$ cat config.mk
export PLATFORM = sky130hd
export DESIGN_NAME = core_sequencer_flat
export DESIGN_NICKNAME = d
export VERILOG_FILES = /design/src/rtl/core_pkg.sv /design/src/rtl/core_sequencer_if.sv /design/src/rtl/core_sequencer_alu8.sv /design/src/rtl/core_sequencer.sv /design/src/flat_wrapper.sv
export SDC_FILE = /design/constraint.sdc
export NUM_CORES = 1
export LEC_CHECK = 0
export BUFFER_PORTS_ARGS = -buffer_cell sky130_fd_sc_hd__buf_2
export CAP_MARGIN = 20
export CORE_MARGIN = 4
export CORE_UTILIZATION = 56
export DETAILED_ROUTE_END_ITERATION = 10
export PLACE_DENSITY_LB_ADDON = 0.3
export SETUP_SLACK_MARGIN = 0.4
export SYNTH_ARGS = -nofsm -noshare
export SYNTH_HDL_FRONTEND = slang
export SYNTH_SLANG_ARGS = --single-unit
$ cat constraint.sdc
create_clock -name clk -period 4.2 [get_ports clk]
set_input_delay 0.42 -clock clk [delete_from_list [all_inputs] [get_ports clk]]
set_output_delay 0.42 -clock clk [all_outputs]
set_load 0.03 [all_outputs]
$ cat src/rtl/core_pkg.sv
// core_pkg: shared definitions for the core sequencer slice.
//   opcode_t   : 4-bit instruction opcodes (9..14 are unassigned and act as NOP)
//   state_t    : sequencer FSM states
//   reg_idx_t  : register file index type
//   *_HI/*_LO  : instruction field bit positions
//   R_EXT      : register index driven externally inside the register file
package core_pkg;

  typedef enum logic [3:0] {
    OP_NOP  = 4'd0,
    OP_ADD  = 4'd1,
    OP_SUB  = 4'd2,
    OP_AND  = 4'd3,
    OP_OR   = 4'd4,
    OP_XOR  = 4'd5,
    OP_LI   = 4'd6,
    OP_MOV  = 4'd7,
    OP_BEQZ = 4'd8,
    OP_HALT = 4'd15
  } opcode_t;

  typedef enum logic [2:0] {
    ST_IDLE,
    ST_FETCH,
    ST_DECODE,
    ST_READ,
    ST_WB,
    ST_HALT
  } state_t;

  typedef logic [2:0] reg_idx_t;

  localparam int OP_HI  = 15;
  localparam int OP_LO  = 12;
  localparam int RD_HI  = 11;
  localparam int RD_LO  = 9;
  localparam int RS1_HI = 8;
  localparam int RS1_LO = 6;
  localparam int RS2_HI = 5;
  localparam int RS2_LO = 3;
  localparam int IMM_HI = 7;
  localparam int IMM_LO = 0;

  localparam reg_idx_t R_EXT = 3'd7;

  // Opcodes that produce a register write-back.
  function automatic logic op_writes(input opcode_t op);
    case (op)
      OP_ADD, OP_SUB, OP_AND, OP_OR, OP_XOR, OP_LI, OP_MOV: return 1'b1;
      default:                                              return 1'b0;
    endcase
  endfunction

  // Opcodes that update flag_z / flag_c.
  function automatic logic op_sets_flags(input opcode_t op);
    case (op)
      OP_ADD, OP_SUB, OP_AND, OP_OR, OP_XOR: return 1'b1;
      default:                               return 1'b0;
    endcase
  endfunction

endpackage

$ cat src/rtl/core_sequencer_if.sv
// core_sequencer_if: instruction-memory handshake and register-file port bundle.
//   imem_req/pc          sequencer -> imem   fetch request and address
//   imem_valid/instr     imem -> sequencer   instruction return
//   rf_a1/rf_a2          sequencer -> rf     read addresses
//   rf_a3/rf_we/rf_wd    sequencer -> rf     write port
//   rf_rd1/rf_rd2        rf -> sequencer     registered read data
// master: sequencer side; slave: memory / register file side.
interface core_sequencer_if
  import core_pkg::*;
#(
  parameter int PC_W   = 6,
  parameter int DATA_W = 8
);
  logic              imem_req;
  logic [PC_W-1:0]   pc;
  logic              imem_valid;
  logic [15:0]       instr;
  reg_idx_t          rf_a1;
  reg_idx_t          rf_a2;
  reg_idx_t          rf_a3;
  logic              rf_we;
  logic [DATA_W-1:0] rf_wd;
  logic [DATA_W-1:0] rf_rd1;
  logic [DATA_W-1:0] rf_rd2;

  modport master (
    output imem_req, pc, rf_a1, rf_a2, rf_a3, rf_we, rf_wd,
    input  imem_valid, instr, rf_rd1, rf_rd2
  );

  modport slave (
    input  imem_req, pc, rf_a1, rf_a2, rf_a3, rf_we, rf_wd,
    output imem_valid, instr, rf_rd1, rf_rd2
  );
endinterface

$ cat src/rtl/core_sequencer_alu8.sv
// alu8: combinational ALU for the sequencer datapath.
//   op : opcode (only ADD/SUB/AND/OR/XOR/MOV produce a result, others give 0)
//   a,b: operands (register file read data)
//   y  : result, modulo 2^DATA_W
//   c  : carry out for ADD, borrow for SUB, 0 otherwise
//   z  : y == 0
module alu8
  import core_pkg::*;
#(
  parameter int DATA_W = 8
) (
  input  opcode_t           op,
  input  logic [DATA_W-1:0] a,
  input  logic [DATA_W-1:0] b,
  output logic [DATA_W-1:0] y,
  output logic              c,
  output logic              z
);
  logic [DATA_W:0] ext;

  // Extended-width arithmetic: the top bit is carry for ADD and borrow for SUB.
  always_comb begin
    ext = '0;
    case (op)
      OP_ADD:  ext = {1'b0, a} + {1'b0, b};
      OP_SUB:  ext = {1'b0, a} - {1'b0, b};
      OP_AND:  ext = {1'b0, a & b};
      OP_OR:   ext = {1'b0, a | b};
      OP_XOR:  ext = {1'b0, a ^ b};
      OP_MOV:  ext = {1'b0, a};
      default: ext = '0;
    endcase
    y = ext[DATA_W-1:0];
    c = ext[DATA_W];
    z = (ext[DATA_W-1:0] == '0);
  end
endmodule

$ cat src/rtl/core_sequencer.sv
// core_sequencer: multi-cycle fetch/decode/read/write-back controller driving
// an 8x8 register file and fetching 16-bit instructions from instruction memory.
//   clk     : rising-edge clock
//   rst_n   : asynchronous active-low reset
//   start   : leave IDLE/HALT and fetch from pc=0
//   bus     : imem handshake + register file ports (master side)
//   halted  : high while in HALT
//   flag_z  : zero flag of the last ALU op (ADD..XOR)
//   flag_c  : carry/borrow of the last ALU op (ADD..XOR)
module core_sequencer
  import core_pkg::*;
#(
  parameter int PC_W   = 6,
  parameter int DATA_W = 8
) (
  input  logic                    clk,
  input  logic                    rst_n,
  input  logic                    start,
  core_sequencer_if.master        bus,
  output logic                    halted,
  output logic                    flag_z,
  output logic                    flag_c
);
  localparam logic [PC_W-1:0] PC_ONE = PC_W'(1);

  state_t            state;
  logic [15:0]       ir;
  logic [PC_W-1:0]   pc_q;
  logic [PC_W-1:0]   npc_q;
  logic              req_q;
  reg_idx_t          a1_q;
  reg_idx_t          a2_q;
  reg_idx_t          a3_q;
  logic [DATA_W-1:0] wd_q;
  logic              wq_q;

  opcode_t           op;
  reg_idx_t          rd;
  logic [DATA_W-1:0] alu_y;
  logic              alu_c;
  logic              alu_z;
  logic [DATA_W-1:0] wd_next;
  logic [PC_W-1:0]   next_pc;

  assign op = opcode_t'(ir[OP_HI:OP_LO]);
  assign rd = ir[RD_HI:RD_LO];

  alu8 #(.DATA_W(DATA_W)) u_alu (
    .op (op),
    .a  (bus.rf_rd1),
    .b  (bus.rf_rd2),
    .y  (alu_y),
    .c  (alu_c),
    .z  (alu_z)
  );

  // Write-back data and branch target, evaluated in READ when read data is valid.
  always_comb begin
    wd_next = alu_y;
    if (op == OP_LI)
      wd_next = DATA_W'(ir[IMM_HI:IMM_LO]);
    next_pc = pc_q + PC_ONE;
    if (op == OP_BEQZ && bus.rf_rd1 == '0)
      next_pc = ir[PC_W-1:0];
  end

  always_ff @(posedge clk or negedge rst_n) begin
    if (!rst_n) begin
      state  <= ST_IDLE;
      ir     <= '0;
      pc_q   <= '0;
      npc_q  <= '0;
      req_q  <= 1'b0;
      a1_q   <= '0;
      a2_q   <= '0;
      a3_q   <= '0;
      wd_q   <= '0;
      wq_q   <= 1'b0;
      halted <= 1'b0;
      flag_z <= 1'b0;
      flag_c <= 1'b0;
    end else begin
      case (state)
        ST_IDLE: begin
          if (start) begin
            pc_q  <= '0;
            req_q <= 1'b1;
            state <= ST_FETCH;
          end
        end
        ST_FETCH: begin
          if (bus.imem_valid) begin
            // Read addresses are taken from the incoming word so they are
            // already registered and stable for the whole DECODE cycle.
            ir    <= bus.instr;
            a1_q  <= bus.instr[RS1_HI:RS1_LO];
            a2_q  <= bus.instr[RS2_HI:RS2_LO];
            req_q <= 1'b0;
            state <= ST_DECODE;
          end
        end
        ST_DECODE: begin
          if (op == OP_HALT) begin
            halted <= 1'b1;
            state  <= ST_HALT;
          end else begin
            state  <= ST_READ;
          end
        end
        ST_READ: begin
          wd_q  <= wd_next;
          a3_q  <= rd;
          wq_q  <= op_writes(op) && (rd != R_EXT);
          npc_q <= next_pc;
          // Flags are registered here so the new values are visible in WB.
          if (op_sets_flags(op)) begin
            flag_z <= alu_z;
            flag_c <= alu_c;
          end
          state <= ST_WB;
        end
        ST_WB: begin
          pc_q  <= npc_q;
          wq_q  <= 1'b0;
          req_q <= 1'b1;
          state <= ST_FETCH;
        end
        ST_HALT: begin
          if (start) begin
            halted <= 1'b0;
            pc_q   <= '0;
            req_q  <= 1'b1;
            state  <= ST_FETCH;
          end
        end
        default: state <= ST_IDLE;
      endcase
    end
  end

  assign bus.imem_req = req_q;
  assign bus.pc       = pc_q;
  assign bus.rf_a1    = a1_q;
  assign bus.rf_a2    = a2_q;
  assign bus.rf_a3    = a3_q;
  assign bus.rf_wd    = wd_q;
  // Decoded from state so a reset drops an in-flight write immediately.
  assign bus.rf_we    = (state == ST_WB) && wq_q;
endmodule

$ cat src/flat_wrapper.sv
// flat-port wrapper written by rule: the top's interface ports become plain ports
module core_sequencer_flat import core_pkg::*;
#(
  parameter int PC_W   = 6,
  parameter int DATA_W = 8
)
  (clk, rst_n, start, halted, flag_z, flag_c, bus_imem_req, bus_pc, bus_rf_a1, bus_rf_a2, bus_rf_a3, bus_rf_we, bus_rf_wd, bus_imem_valid, bus_instr, bus_rf_rd1, bus_rf_rd2);
  core_sequencer_if #(.PC_W(PC_W), .DATA_W(DATA_W)) bus_i ();
  input  logic clk;
  input  logic rst_n;
  input  logic start;
  output logic halted;
  output logic flag_z;
  output logic flag_c;
  output wire logic [$bits(bus_i.imem_req)-1:0] bus_imem_req;
  output wire logic [$bits(bus_i.pc)-1:0] bus_pc;
  output wire logic [$bits(bus_i.rf_a1)-1:0] bus_rf_a1;
  output wire logic [$bits(bus_i.rf_a2)-1:0] bus_rf_a2;
  output wire logic [$bits(bus_i.rf_a3)-1:0] bus_rf_a3;
  output wire logic [$bits(bus_i.rf_we)-1:0] bus_rf_we;
  output wire logic [$bits(bus_i.rf_wd)-1:0] bus_rf_wd;
  input wire logic [$bits(bus_i.imem_valid)-1:0] bus_imem_valid;
  input wire logic [$bits(bus_i.instr)-1:0] bus_instr;
  input wire logic [$bits(bus_i.rf_rd1)-1:0] bus_rf_rd1;
  input wire logic [$bits(bus_i.rf_rd2)-1:0] bus_rf_rd2;
  assign bus_imem_req = bus_i.imem_req;
  assign bus_pc = bus_i.pc;
  assign bus_rf_a1 = bus_i.rf_a1;
  assign bus_rf_a2 = bus_i.rf_a2;
  assign bus_rf_a3 = bus_i.rf_a3;
  assign bus_rf_we = bus_i.rf_we;
  assign bus_rf_wd = bus_i.rf_wd;
  assign bus_i.imem_valid = bus_imem_valid;
  assign bus_i.instr = bus_instr;
  assign bus_i.rf_rd1 = bus_rf_rd1;
  assign bus_i.rf_rd2 = bus_rf_rd2;
  core_sequencer #(.PC_W(PC_W), .DATA_W(DATA_W)) u_core (.clk(clk), .rst_n(rst_n), .start(start), .bus(bus_i), .halted(halted), .flag_z(flag_z), .flag_c(flag_c));
endmodule
* After elaboration in Yosys (flattened, before gate mapping) *
Index checks and enable logic that the tools add are counted.

cells by class
  $add $sub $neg = 3
  equal/unequal tests = 19
  mux-type cells = 20
  bitwise operators = 3
  reduce and logical (&&, ||, !) cells = 19

operator list
  kind                 count
  $pmux 9 s6           1
  $eq 4x3->1 const B   4
  $logic_not 8->1      2
  $pmux 3 s5           1
  $mux 6               2
  $pmux 6 s2           1
  $add 8x8->9          1
  $mux 3               3
  $sub 8x8->9          1
  $and 8x8->8          1
  $eq 4x2->1 const B   2
  $eq 4x4->1 const B   2
  $mux 1               8
  $mux 8               1
  $or 8x8->8           1
  $reduce_and 2->1     4
  $xor 8x8->8          1
  $reduce_or 7->1      1
  $add 6x1->6 const B  1
  $eq 3x2->1 const B   2
  $eq 3x3->1 const B   2
  $reduce_and 3->1     2
  $reduce_bool 2->1    3
  $reduce_or 5->1      1
  11 further kinds     16

storage, ports and cells
  register bits = 53
  input bits = 36
  output and inout bits = 28

* Longest topological paths before layout *
Gate-level depths: netlist of run 1.

  word-level depth = 6
  depth in mapped cells = 13

* Cells and area by module *
A second synthesis of run 1 with hierarchy kept.

unflattened totals
  cell total of the unflattened synthesis = 353
  area total of the unflattened synthesis = 3357.0 um^2

by module, submodules not included
  module          instances  cells each  area each (um^2)  sequential area each (um^2)
  core_sequencer  1          190         2174.6            1176.1
  alu8            1          163         1182.4            0.0

* Least setup slack after synthesis of run 1 *
OpenSTA, ideal clock, no wires.

  path kind = register -> register
  from = reg u_core.ir[12]
  to = reg u_core.wd_q[5], in the netlist u_core.bus.rf_wd[5]
  setup time = 0.066 ns
  arrival = 2.984 ns
  path slack = 1.150 ns
  stages on the path, launching flop included = 13
  clock period less this slack = 3.050 ns
  cells stage by stage = dfrtp_1 -> buf_2 -> nand2b_1 -> nor3_1 -> mux2_2 -> inv_1 -> ha_1 -> nor2b_1 -> o31a_1 -> o21a_1 -> o21a_1 -> o31ai_1 -> o31a_1

between the ends
  cells in the longest elaborated chain, start to end = 3
  elaborated cells on any way between the ends = 9
  classes of those cells = eq/ne: 7; mux: 2

ends and longest elaborated chain
  element                                   line                       RTL
  from (decl)                               core_sequencer.sv:27       logic [15:0] ir;
  from (signal assigned)                    core_sequencer.sv:95       ir <= bus.instr;
  $eq 4x3->1, or another cell as far along  core_sequencer_alu8.sv:24  case (op)
  $pmux 9 s6                                core_sequencer_alu8.sv:24
  $mux 8 (*)                                core_sequencer.sv:60       if (op == OP_LI)
  to (signal assigned)                      core_sequencer.sv:111      wd_q <= wd_next;
  to (decl)                                 core_sequencer.sv:34       logic [DATA_W-1:0] wd_q;

Mark *: on every way between the ends. The rest lies on a longest branch, timed or not.
A chain may end at the register's enable or synchronous reset.

* Worst setup path after layout of run 1 *
  from = reg u_core.ir[13]
  to = reg u_core.flag_z

between the ends
  cells in the longest elaborated chain, start to end = 5
  elaborated cells on any way between the ends = 12
  classes of those cells = eq/ne: 6; mux: 3; reduce/logical: 3

ends and longest elaborated chain
  element                                   line                                       RTL
  $eq 4x1->1, or another cell as far along  core_pkg.sv:56, core_sequencer_alu8.sv:24
  $reduce_or 5->1                           core_pkg.sv:56                             case (op)
  $mux 1                                    core_pkg.sv:56
  $mux 1                                    core_sequencer.sv:83                       case (state)
  $reduce_and 2->1 (no source line)         -
  to (signal assigned)                      core_sequencer.sv:117                      flag_z <= alu_z;
  to (decl)                                 core_sequencer.sv:21                       output logic flag_z,

Parallel ways exist; a longest one is shown, timed or not. The select of a mux whose other input is x is not followed.

==> impl_metrics.json, run 1 <==
{
  "vias": 2756,
  "route.detailed.drc": 0,
  "slew_violations": 0,
  "ys_warn_count": 0,
  "cts_buffer_depth": 2,
  "antennaDiodeCount": 0,
  "cpMostUsedCell": "nand2b_1",
  "synth_enable_flop_cells": 0,
  "dp_hpwl_um": 5880,
  "numPortBuffers": 63,
  "dr.pass1.iters": 5,
  "grtUsageTotal_pct": 21.8,
  "crit_path_max_fanout": 20,
  "leakage_nw": 1.82,
  "worstMarginPinSlew_ns": 0.643,
  "insertion_delay_ns": 0.30,
  "dieArea_sq_um": 7120,
  "post-route-period-util_pct": 78.3,
  "cts-buffers-inserted": 5,
  "synth_fa_ha_area_share_pct": 10.6,
  "antenna_left": 0,
  "yosys_register_bits": 47,
  "fin_worst_skew_ns": 0.00802,
  "setup_violations": 0,
  "fillers": 469,
  "synth-main-ff-cell": "dfrtp_1",
  "antenna_found_initial": 0,
  "yosys-top-cells-area": "dfrtp_1 36%, ha_1 10%, mux2_2 7.2%, o21ai_0 3.5%, nand2_1 3.3%",
  "cts_root_buf": "clkbuf_8",
  "synth_area_per_cell_sq_um": 9.33,
  "status": "complete, no violations",
  "cts_tree": "yes",
  "cp.arrival_ns": 3.50,
  "htreeDepth": 2,
  "multi_input_area_sq_um": 1880,
  "period_needed_ns": 3.29,
  "synthSimpleGateAreaFrac_pct": 15.1,
  "final_layout_size_suffix_gt1_share_pct": 25.2,
  "crit_family": "compound AO/OA/AOI/OAI gates",
  "die_y_um": 84.4,
  "synth_xor_area_share_pct": 3.22,
  "async_reset_ff_share_pct": 100,
  "nets": 467,
  "cap_violations": 0,
  "fmax_mhz": 304,
  "coreArea_sq_um": 5570,
  "final-seq-area_sq_um": 1180,
  "grt_pass1_vias": 2807,
  "min_path_type": "in -> reg",
  "relSlewSlack_pct": 57.2,
  "areaGrowthSynthToFinish_pct": 14.9,
  "routedWlPerCell_um": 16.0,
  "synth_nets": 413,
  "rows": 27,
  "die_w_um": 84.4,
  "start_util_pct": 58.6,
  "cts_sinks": 47,
  "cp.required_ns": 4.41,
  "hold_viol": 0,
  "powerDensity_nw_per_um2": 681,
  "grt_max_degree": 48,
  "synth_cells": 350,
  "cp_cell_sequence": "nand2b_1 > nor3_1 > mux2_2 > fa_1 > nand2b_1 > a21oi_1 > o21ai_0 > a31oi_1 > nand4_1 > o31ai_2",
  "overflow": 0,
  "cp_slowest_cell": "dfrtp_1",
  "yosysTopAreaCell": "dfrtp_1",
  "final_area_sq_um": 3750,
  "post-cts-setup-buffers": 0,
  "pin_count": 64,
  "fin_tns_setup_ns": 0,
  "ys_seq_area_share_pct": 36.0,
  "slowest_delay_ns": 0.76,
  "cp_num_buf_inv": 0,
  "grt_pass1_wl_um": 12800,
  "worst_setup_path_end_kind": "flip-flop",
  "synthDistinctLibCells": 53,
  "synth.area.mux_share_pct": 9.69,
  "netlist.area_leader.share_pct": 36.0,
  "synth_top_family_by_area": "compound AO/OA/AOI/OAI gates",
  "gp_congestion": 0.919,
  "path_class": "reg -> reg",
  "irDropWorstVdd_v": 0.000416,
  "wl_um": 7620,
  "clk_pin_slew_ns": 0.09,
  "synth_area_sq_um": 3270,
  "rsz0062_at_grt": "no",
  "start_kind": "flip-flop",
  "drtIter0Drc": 149,
  "holdWs_ns": 0.344,
  "placed_cell_area_sq_um": 3580,
  "routed_via_density": 5.78,
  "synth_compound_area_share_pct": 18.8
}
==> layer usage <==
| layer | track usage (%) | vias to the layer above | share of wire, % |
|---|---|---|---|
| li1 | - | 1351 | - |
| met1 | 27.6 | 1304 | 43 |
| met2 | 37.8 | 84 | 49 |
| met3 | 3.83 | 17 | 5.4 |
| met4 | 6.91 | 0 | 2.3 |
| met5 | 0 | - | 0 |
==> cells in the final DEF, fill, tap and decap left out, types with 3 or more instances in the layout <==
master	instances
buf_2	63
dfrtp_1	47
nand2_1	29
inv_1	27
ha_1	26
o21ai_0	23
mux2_2	21
a21oi_1	20
nor2_1	17
nand2b_1	8
xnor2_1	8
mux2i_1	8
nor3_1	7
a22o_1	6
a31oi_1	5
and2_1	5
nand3_1	5
a21o_1	5
clkbuf_8	5
nor2b_1	4
nand3b_1	4
o31ai_1	4
xor2_1	4
o211ai_1	4
o21a_1	4
nand4_1	3
or3_1	3
==> cell usage after synthesis (2+ instances only) <==
library cell and count:
nand2_1 29, nand2b_1 8, nor3_1 7, mux2_2 21
o31ai_1 4, a21o_1 5, xor2_1 4, ha_1 26
or3b_2 2, o21a_1 4, o22ai_1 2, dfrtp_1 47
buf_2 8, nor2b_1 4, o32a_1 2, inv_1 27
o32ai_1 2, clkbuf_1 6, a31oi_1 5, and2_1 5
o31a_1 2, xnor2_1 8, or3_1 3, nand3b_1 4
o211ai_1 4, a41oi_1 2, a21oi_1 20, buf_4 7
o22a_1 2, mux2i_1 8, o21ai_0 23, nand4_1 3
nor2_1 17, a22o_1 6, nand3_1 5
==> sequential cells by signal (all words and copies together), names as in the netlist <==
name                 count
u_core.ir               12
u_core.bus.rf_wd         8
u_core.bus.pc            6
u_core.npc_q             6
u_core.bus.rf_a3         3
u_core.state             3
u_core.bus.rf_a1         2
u_core.bus.rf_a2         2
u_core.bus.imem_req      1
u_core.flag_c            1
u_core.flag_z            1
u_core.halted            1
u_core.wq_q              1
==> repair_timing <==
action | CTS | global route
hold endpoints to repair | 0 | 3
endpoints found under the setup margin | 0 | 0
hold buffers | 0 | 1
resized for setup | 0 | 0
==> path summary, 6_finish.rpt <==
check / startpoint / to / slack [ns] / cells after the start
max in group asynchronous: rst_n / u_core.bus.rf_a3[1] / 3.31 / 3
worst max-delay path: u_core.ir[13] / u_core.flag_z / 0.91 / 10
worst min register to register: u_core.npc_q[5] / u_core.npc_q[5] / 0.49 / 1
min in group asynchronous: rst_n / u_core.state[0] / 0.46 / 2
worst max register to register: u_core.ir[13] / u_core.flag_z / 0.91 / 10
worst min-delay path: bus_instr[8] / u_core.ir[8] / 0.34 / 2
==> worst register-to-register path: cells and delay by family, from the launching register on <==
kind            cells  cell delay, ns
fa+ha+maj           1            0.44
simple gates        4            0.75
mux                 1            0.39
flops               1            0.76
compound gates      4            0.86
==> stage by stage <==
stage	utilization [%]	cells	total power [mW]	setup WS, ns
floorplan	-	350	1.86	1.15
global placement	64.2	466	2.13	1.08
detailed placement	64.2	466	2.16	1.01
CTS	66.6	474	2.55	1.01
global route	67.3	477	2.74	0.696
finish	67.3	477	2.56	0.913
==> logic make-up (layout without fill, tap and decap cells) <==
group	count (synthesis)	count (layout)
buffers and inverters	48	103
AOI/OAI and AO/OA	92	92
xor gates and xnor gates	12	12
adders and majority gates	27	27
DFF	47	47
and+or+nand+nor	95	95
muxes	29	29
==> where the power goes <==
group          switching (mW)  internal [mW]  total, mW
sequential              0.233          0.643      0.876
clock                   0.147          0.238      0.385
combinational           0.757          0.538       1.29
total                    1.14           1.42       2.56
==> area by class of cell <==
cell class | instances | share of cell area [%]
multi-input combinational | 255 | 50.1
sequential | 47 | 31.3
timing repair buffer | 68 | 9.90
inverter | 27 | 2.70
tap | 72 | 2.40
clock buffer | 6 | 1.93
clock inverter | 2 | 1.60
Power figures use the tool's default switching activity.
==> run 2: changes to the inputs <==
- ABC_AREA: not set -> 1
- clock period: 4.2 -> 3.4 ns (I/O delays scaled with it)
==> run 2 against run 1 <==
Final cell count rose by 20%. Flip-flop and latch count did not move. Non-clock buffer count fell by 2. Critical endpoint is now u_core.bus.rf_wd[7]. Largest cell class unchanged. Largest power group unchanged. Highest routed layer unchanged.
==> impl_metrics.json, run 2 <==
{
  "cp_cell_sequence": "nor2_4 > nand2_1 > nand2_1 > xor2_1 > inv_1 > ha_1 > nand2_1 > inv_1 > a21oi_1 > nand3_1 > nand3_1 > nand2_1 > a21oi_1 > o21ai_1",
  "synth_most_common_cell": "nand2_1",
  "cp_num_buf_inv": 2,
  "netlist.area_leader.share_pct": 36.1,
  "start_util_pct": 58.5,
  "antenna_left": 0,
  "cap_violations": 0,
  "synth_common_cells": "99 x nand2_1, 75 x inv_1, 47 x dfrtp_1, 40 x o21ai_0, 29 x nand3_1",
  "cts_root_buf": "clkbuf_8",
  "die_y_um": 84.3,
  "dp_hpwl_um": 6190,
  "cpMostUsedCell": "nand2_1",
  "ys_warn_count": 0,
  "clk_pin_slew_ns": 0.09,
  "rsz0062_at_grt": "no",
  "grtUsageTotal_pct": 22.5,
  "synth-main-ff-cell": "dfrtp_1",
  "irDropWorstVdd_v": 0.000554,
  "status": "complete, no violations",
  "pin_count": 64,
  "final_common_cell": "nand2_1",
  "placedCellCount": 564,
  "synth_area_per_cell_sq_um": 7.41,
  "synth_area_sq_um": 3260,
  "final_cell_mix": "99 x nand2_1, 75 x inv_1, 63 x buf_2, 47 x dfrtp_1, 40 x o21ai_0",
  "areaGrowthSynthToFinish_pct": 14.8,
  "fin_worst_skew_ns": 0.00496,
  "async_reset_ff_share_pct": 100,
  "min_path_type": "in -> reg",
  "synthDistinctLibCells": 33,
  "synth_cells": 440,
  "dieArea_sq_um": 7100,
  "cp.arrival_ns": 2.81,
  "slew_violations": 0,
  "regMostFlops": "u_core.ir",
  "worstMarginPinSlew_ns": 0.546,
  "antenna_found_initial": 0,
  "cp_slowest_cell": "dfrtp_1",
  "die_w_um": 84.3,
  "post-route-period-util_pct": 77.3,
  "dr.pass1.iters": 5,
  "grt_pass1_wl_um": 13200,
  "leakage_nw": 2.04,
  "gp_congestion": 0.927,
  "route.detailed.drc": 0,
  "crit_family": "simple AND/OR/NAND/NOR gates",
  "hold_viol": 0,
  "start_kind": "flip-flop",
  "path_class": "reg -> reg",
  "wl_um": 7890,
  "relSlewSlack_pct": 63.5,
  "yosys_register_bits": 47,
  "vias": 3067,
  "crit_path_max_fanout": 10,
  "final_layout_size_suffix_gt1_share_pct": 17.9,
  "numPortBuffers": 63,
  "htreeDepth": 2,
  "powerDensity_nw_per_um2": 836,
  "fin_tns_setup_ns": 0,
  "ys_seq_area_share_pct": 36.1,
  "setup_violations": 0,
  "routed_via_density": 5.34,
  "antennaDiodeCount": 0,
  "drtIter0Drc": 203,
  "final_cells": 574,
  "cts_sinks": 47,
  "cts_buffer_depth": 2,
  "synth_nets": 503,
  "rows": 27,
  "overflow": 0,
  "grt_pass1_vias": 2861,
  "coreArea_sq_um": 5570,
  "cts_tree": "yes",
  "period_needed_ns": 2.63,
  "nets": 564,
  "cp.required_ns": 3.59,
  "synth_enable_flop_cells": 0,
  "worst_setup_path_end_kind": "flip-flop",
  "cts-buffers-inserted": 5,
  "insertion_delay_ns": 0.31,
  "cts_resized": 0,
  "routedWlPerCell_um": 13.8,
  "yosysTopAreaCell": "dfrtp_1",
  "largest_register_ffs": 12,
  "yosys-top-cells-area": "dfrtp_1 36%, nand2_1 11%, ha_1 10%, inv_1 8.6%, o21ai_0 6.1%",
  "grt_max_degree": 48,
  "fmax_mhz": 380,
  "slowest_delay_ns": 0.48
}
[run 2: final timing paths]
path                                        to  slack (ns)     startpoint  cells after the start
hold / removal                    u_core.ir[5]        0.22   bus_instr[5]                      3
hold reg to reg                  u_core.flag_c        0.49  u_core.flag_c                      2
setup / recovery           u_core.bus.rf_wd[7]        0.77  u_core.ir[15]                     14
min in group asynchronous     u_core.bus.pc[3]        0.41          rst_n                      2
max in group asynchronous         u_core.ir[8]        2.53          rst_n                      3
setup reg to reg           u_core.bus.rf_wd[7]        0.77  u_core.ir[15]                     14
[run 2: through the flow]
stage	setup slack (ns)	cell area, sq um	utilization, %	hold slack [ns]	power, mW
floorplan	1.19	3260	-	0.0444	2.28
global placement	0.899	3590	64.5	0.451	2.65
detailed placement	0.839	3590	64.5	0.468	2.69
CTS	0.825	3710	66.6	0.220	3.12
global route	0.510	3740	67.1	0.229	3.40
finish	0.772	3740	67.1	0.225	3.13
[run 2: per-layer routing]
layer | wire length (um) | share of wire (%) | vias up | track usage [%]
met5 | 0 | 0 | - | 0
met4 | 137 | 1.7 | 0 | 5.26
met3 | 527 | 6.7 | 15 | 5.59
met2 | 3610 | 46 | 112 | 35.7
met1 | 3620 | 46 | 1414 | 31.2
li1 | - | - | 1526 | -
[run 2: timing repair]
item / in CTS / in global routing
buffers inserted: 0 / 0
hold buffers: 0 / 1
endpoints found under the hold margin: 0 / 9
[run 2: kinds of logic after synthesis]
family	count (synthesis)	synth area share, %
and+or+nand+nor	183	25.1
adders and majority gates	27	10.6
buffers and inverters	93	11.7
AOI/OAI and AO/OA	79	13.5
DFF	47	36.1
xor gates and xnor gates	11	2.96
[run 2: area by class of cell]
cell class	instances	area [sq um]
clock buffers	6	82.6
inverters	81	304
clock inverters	2	35.0
flip-flops and latches	47	1180
fillers	486	1830
well taps	72	90.1
repair buffers	66	353
multi-input cells	300	1700
[run 2: power breakdown]
part,total [mW],switching [mW],internal [mW]
combinational,1.72,1.18,0.536
clock,0.430,0.192,0.238
sequential,0.979,0.179,0.799
total,3.13,1.55,1.57
[run 2: worst min-delay path, stage by stage]
cell	delay, ns
buf_2	0.07
nand2_1	0.04
nand2_1	0.05
==> run 3: changes to the inputs <==
- CORE_UTILIZATION: 56 -> 50
- clock period: 3.4 -> 2.4 ns (I/O delays scaled with it)
==> run 3 against run 2 <==
Non-clock buffer count grew 16. Final cell count rose by 3.5%. Core utilization down 5.0 points. Die area increased by 11%. Flip-flop and latch count is the same. Via count is 2.8% higher. Largest power group unchanged.
==> impl_metrics.json, run 3 (synthesis gave the netlist of run 2 again) <==
{
  "drtIter0Drc": 221,
  "placedCellCount": 574,
  "areaGrowthSynthToFinish_pct": 21.0,
  "coreArea_sq_um": 6350,
  "grt_max_degree": 26,
  "relSlewSlack_pct": 63.3,
  "route.detailed.drc": 0,
  "routedWlPerCell_um": 13.9,
  "worstMarginPinSlew_ns": 0.550,
  "overflow": 0,
  "cts_buffer_depth": 2,
  "dieArea_sq_um": 7870,
  "fin_worst_skew_ns": 0.00483,
  "fmax_mhz": 453,
  "rows": 29,
  "switching_share_pct": 50.5,
  "routed_via_density": 5.31,
  "final_common_cell": "nand2_1",
  "placed_cell_area_sq_um": 3670,
  "antenna_left": 0,
  "grt_pass1_wl_um": 13700,
  "power_frac_comb_pct": 59.9,
  "numPortBuffers": 63,
  "switching_power_mw": 2.35,
  "cts-buffers-inserted": 5,
  "vias": 3153,
  "final_cells": 594,
  "start_kind": "flip-flop",
  "largest_register_ffs": 12,
  "final_area_sq_um": 3940,
  "power.share.clock_pct": 10.3,
  "powerDensity_nw_per_um2": 1180,
  "finalPower_mw": 4.67,
  "irDropWorstVdd_v": 0.000688,
  "die_w_um": 88.7,
  "slew_violations": 0,
  "grtUsageTotal_pct": 21.9,
  "insertion_delay_ns": 0.30,
  "cp.required_ns": 2.60,
  "regMostFlops": "u_core.ir",
  "cap_violations": 0,
  "cts_sinks": 47,
  "clk_pin_slew_ns": 0.08,
  "htreeDepth": 2,
  "post-route-period-util_pct": 91.9,
  "rsz0062_at_grt": "yes",
  "dp_hpwl_um": 6430,
  "pin_count": 64,
  "grt_pass1_vias": 2986,
  "dr.pass1.iters": 4,
  "nets": 580,
  "final_cell_mix": "92 x nand2_1, 72 x inv_1, 63 x buf_2, 45 x dfrtp_1, 38 x o21ai_0",
  "final_layout_size_suffix_gt1_share_pct": 26.1,
  "min_path_type": "in -> reg",
  "hold_viol": 0,
  "path_class": "reg -> reg",
  "period_needed_ns": 2.21,
  "final_core_util_pct": 62.1,
  "start_util_pct": 51.3,
  "leakage_nw": 2.12,
  "cts_root_buf": "clkbuf_8",
  "gp_congestion": 0.914,
  "setup_violations": 0,
  "die_y_um": 88.7,
  "crit_path_max_fanout": 7,
  "worst_setup_path_end_kind": "flip-flop",
  "wl_um": 8260,
  "antenna_found_initial": 0,
  "antennaDiodeCount": 0,
  "fin_tns_setup_ns": 0,
  "cts_tree": "yes",
  "cp.arrival_ns": 2.40,
  "status": "complete, no violations",
  "seq_power_share_pct": 29.8,
  "p_int_mw": 2.31
}
## run 3: repair_timing
action,4_1_cts,5_1_grt
buffers inserted,8,4
hold endpoints to repair,23,0
gates resized for setup,10,16
pin swaps,18,8
setup endpoints to repair,9,14
hold buffers,1,0
## run 3: final timing paths
check / endpoint / startpoint / cells after the start / slack [ns]
min in group asynchronous: u_core.npc_q[1] / rst_n / 2 / 0.45
min: u_core.bus.rf_a1[1] / bus_instr[7] / 3 / 0.13
max: u_core.flag_z / u_core.ir[12] / 12 / 0.19
max in group asynchronous: u_core.ir[15] / rst_n / 3 / 1.34
min reg2reg: u_core.ir[8] / u_core.ir[8] / 2 / 0.48
max reg2reg: u_core.flag_z / u_core.ir[12] / 12 / 0.19
## run 3: routing by layer
| layer | GRT usage, % | wire (um) |
|---|---|---|
| met4 | 3.16 | 62 |
| met5 | 0 | 0 |
| met1 | 29.8 | 3670 |
| met2 | 37.7 | 4080 |
| met3 | 3.26 | 436 |
## run 3: per-stage QoR
| stage | setup WS [ns] | hold slack (ns) |
|---|---|---|
| 2_1_floorplan | 0.263 | -0.0556 |
| 3_3_place_gp | 0.0830 | 0.259 |
| 3_5_place_dp | 0.00855 | 0.259 |
| 4_1_cts | 0.231 | 0.129 |
| 5_1_grt | 0.0209 | 0.137 |
| 6_report | 0.194 | 0.131 |
## run 3: layout make-up
cell class                 instances  area (sq um)
clock buffer                       6          82.6
clock inverter                     1          5.00
fill                             569          2410
inverter                          81           304
multi-input combinational        300          1820
sequential                        47          1180
tap                               77          96.3
timing repair buffer              82           460
## run 3: power groups by stage
stage | Sequential (mW) | Clock [mW] | Combinational, mW
final | 1.39 | 0.482 | 2.79
after global routing | 1.43 | 0.521 | 3.12
after CTS | 1.38 | 0.494 | 2.66
after detailed placement | 1.41 | 0 | 2.51
after global placement | 1.40 | 0 | 2.45
after floorplan | 1.60 | 0 | 1.66
## run 3: worst max-delay path: stages, from the launching register on
cell and delay, ns:
dfrtp_1 0.44, nor2_4 0.13, nand2_4 0.10, buf_4 0.15, o21ai_4 0.15, fa_2 0.45
or2_0 0.22, nand2_1 0.12, nor2_1 0.05, nand3_1 0.11, nor2_2 0.05, nand3_1 0.07
nand2_1 0.05
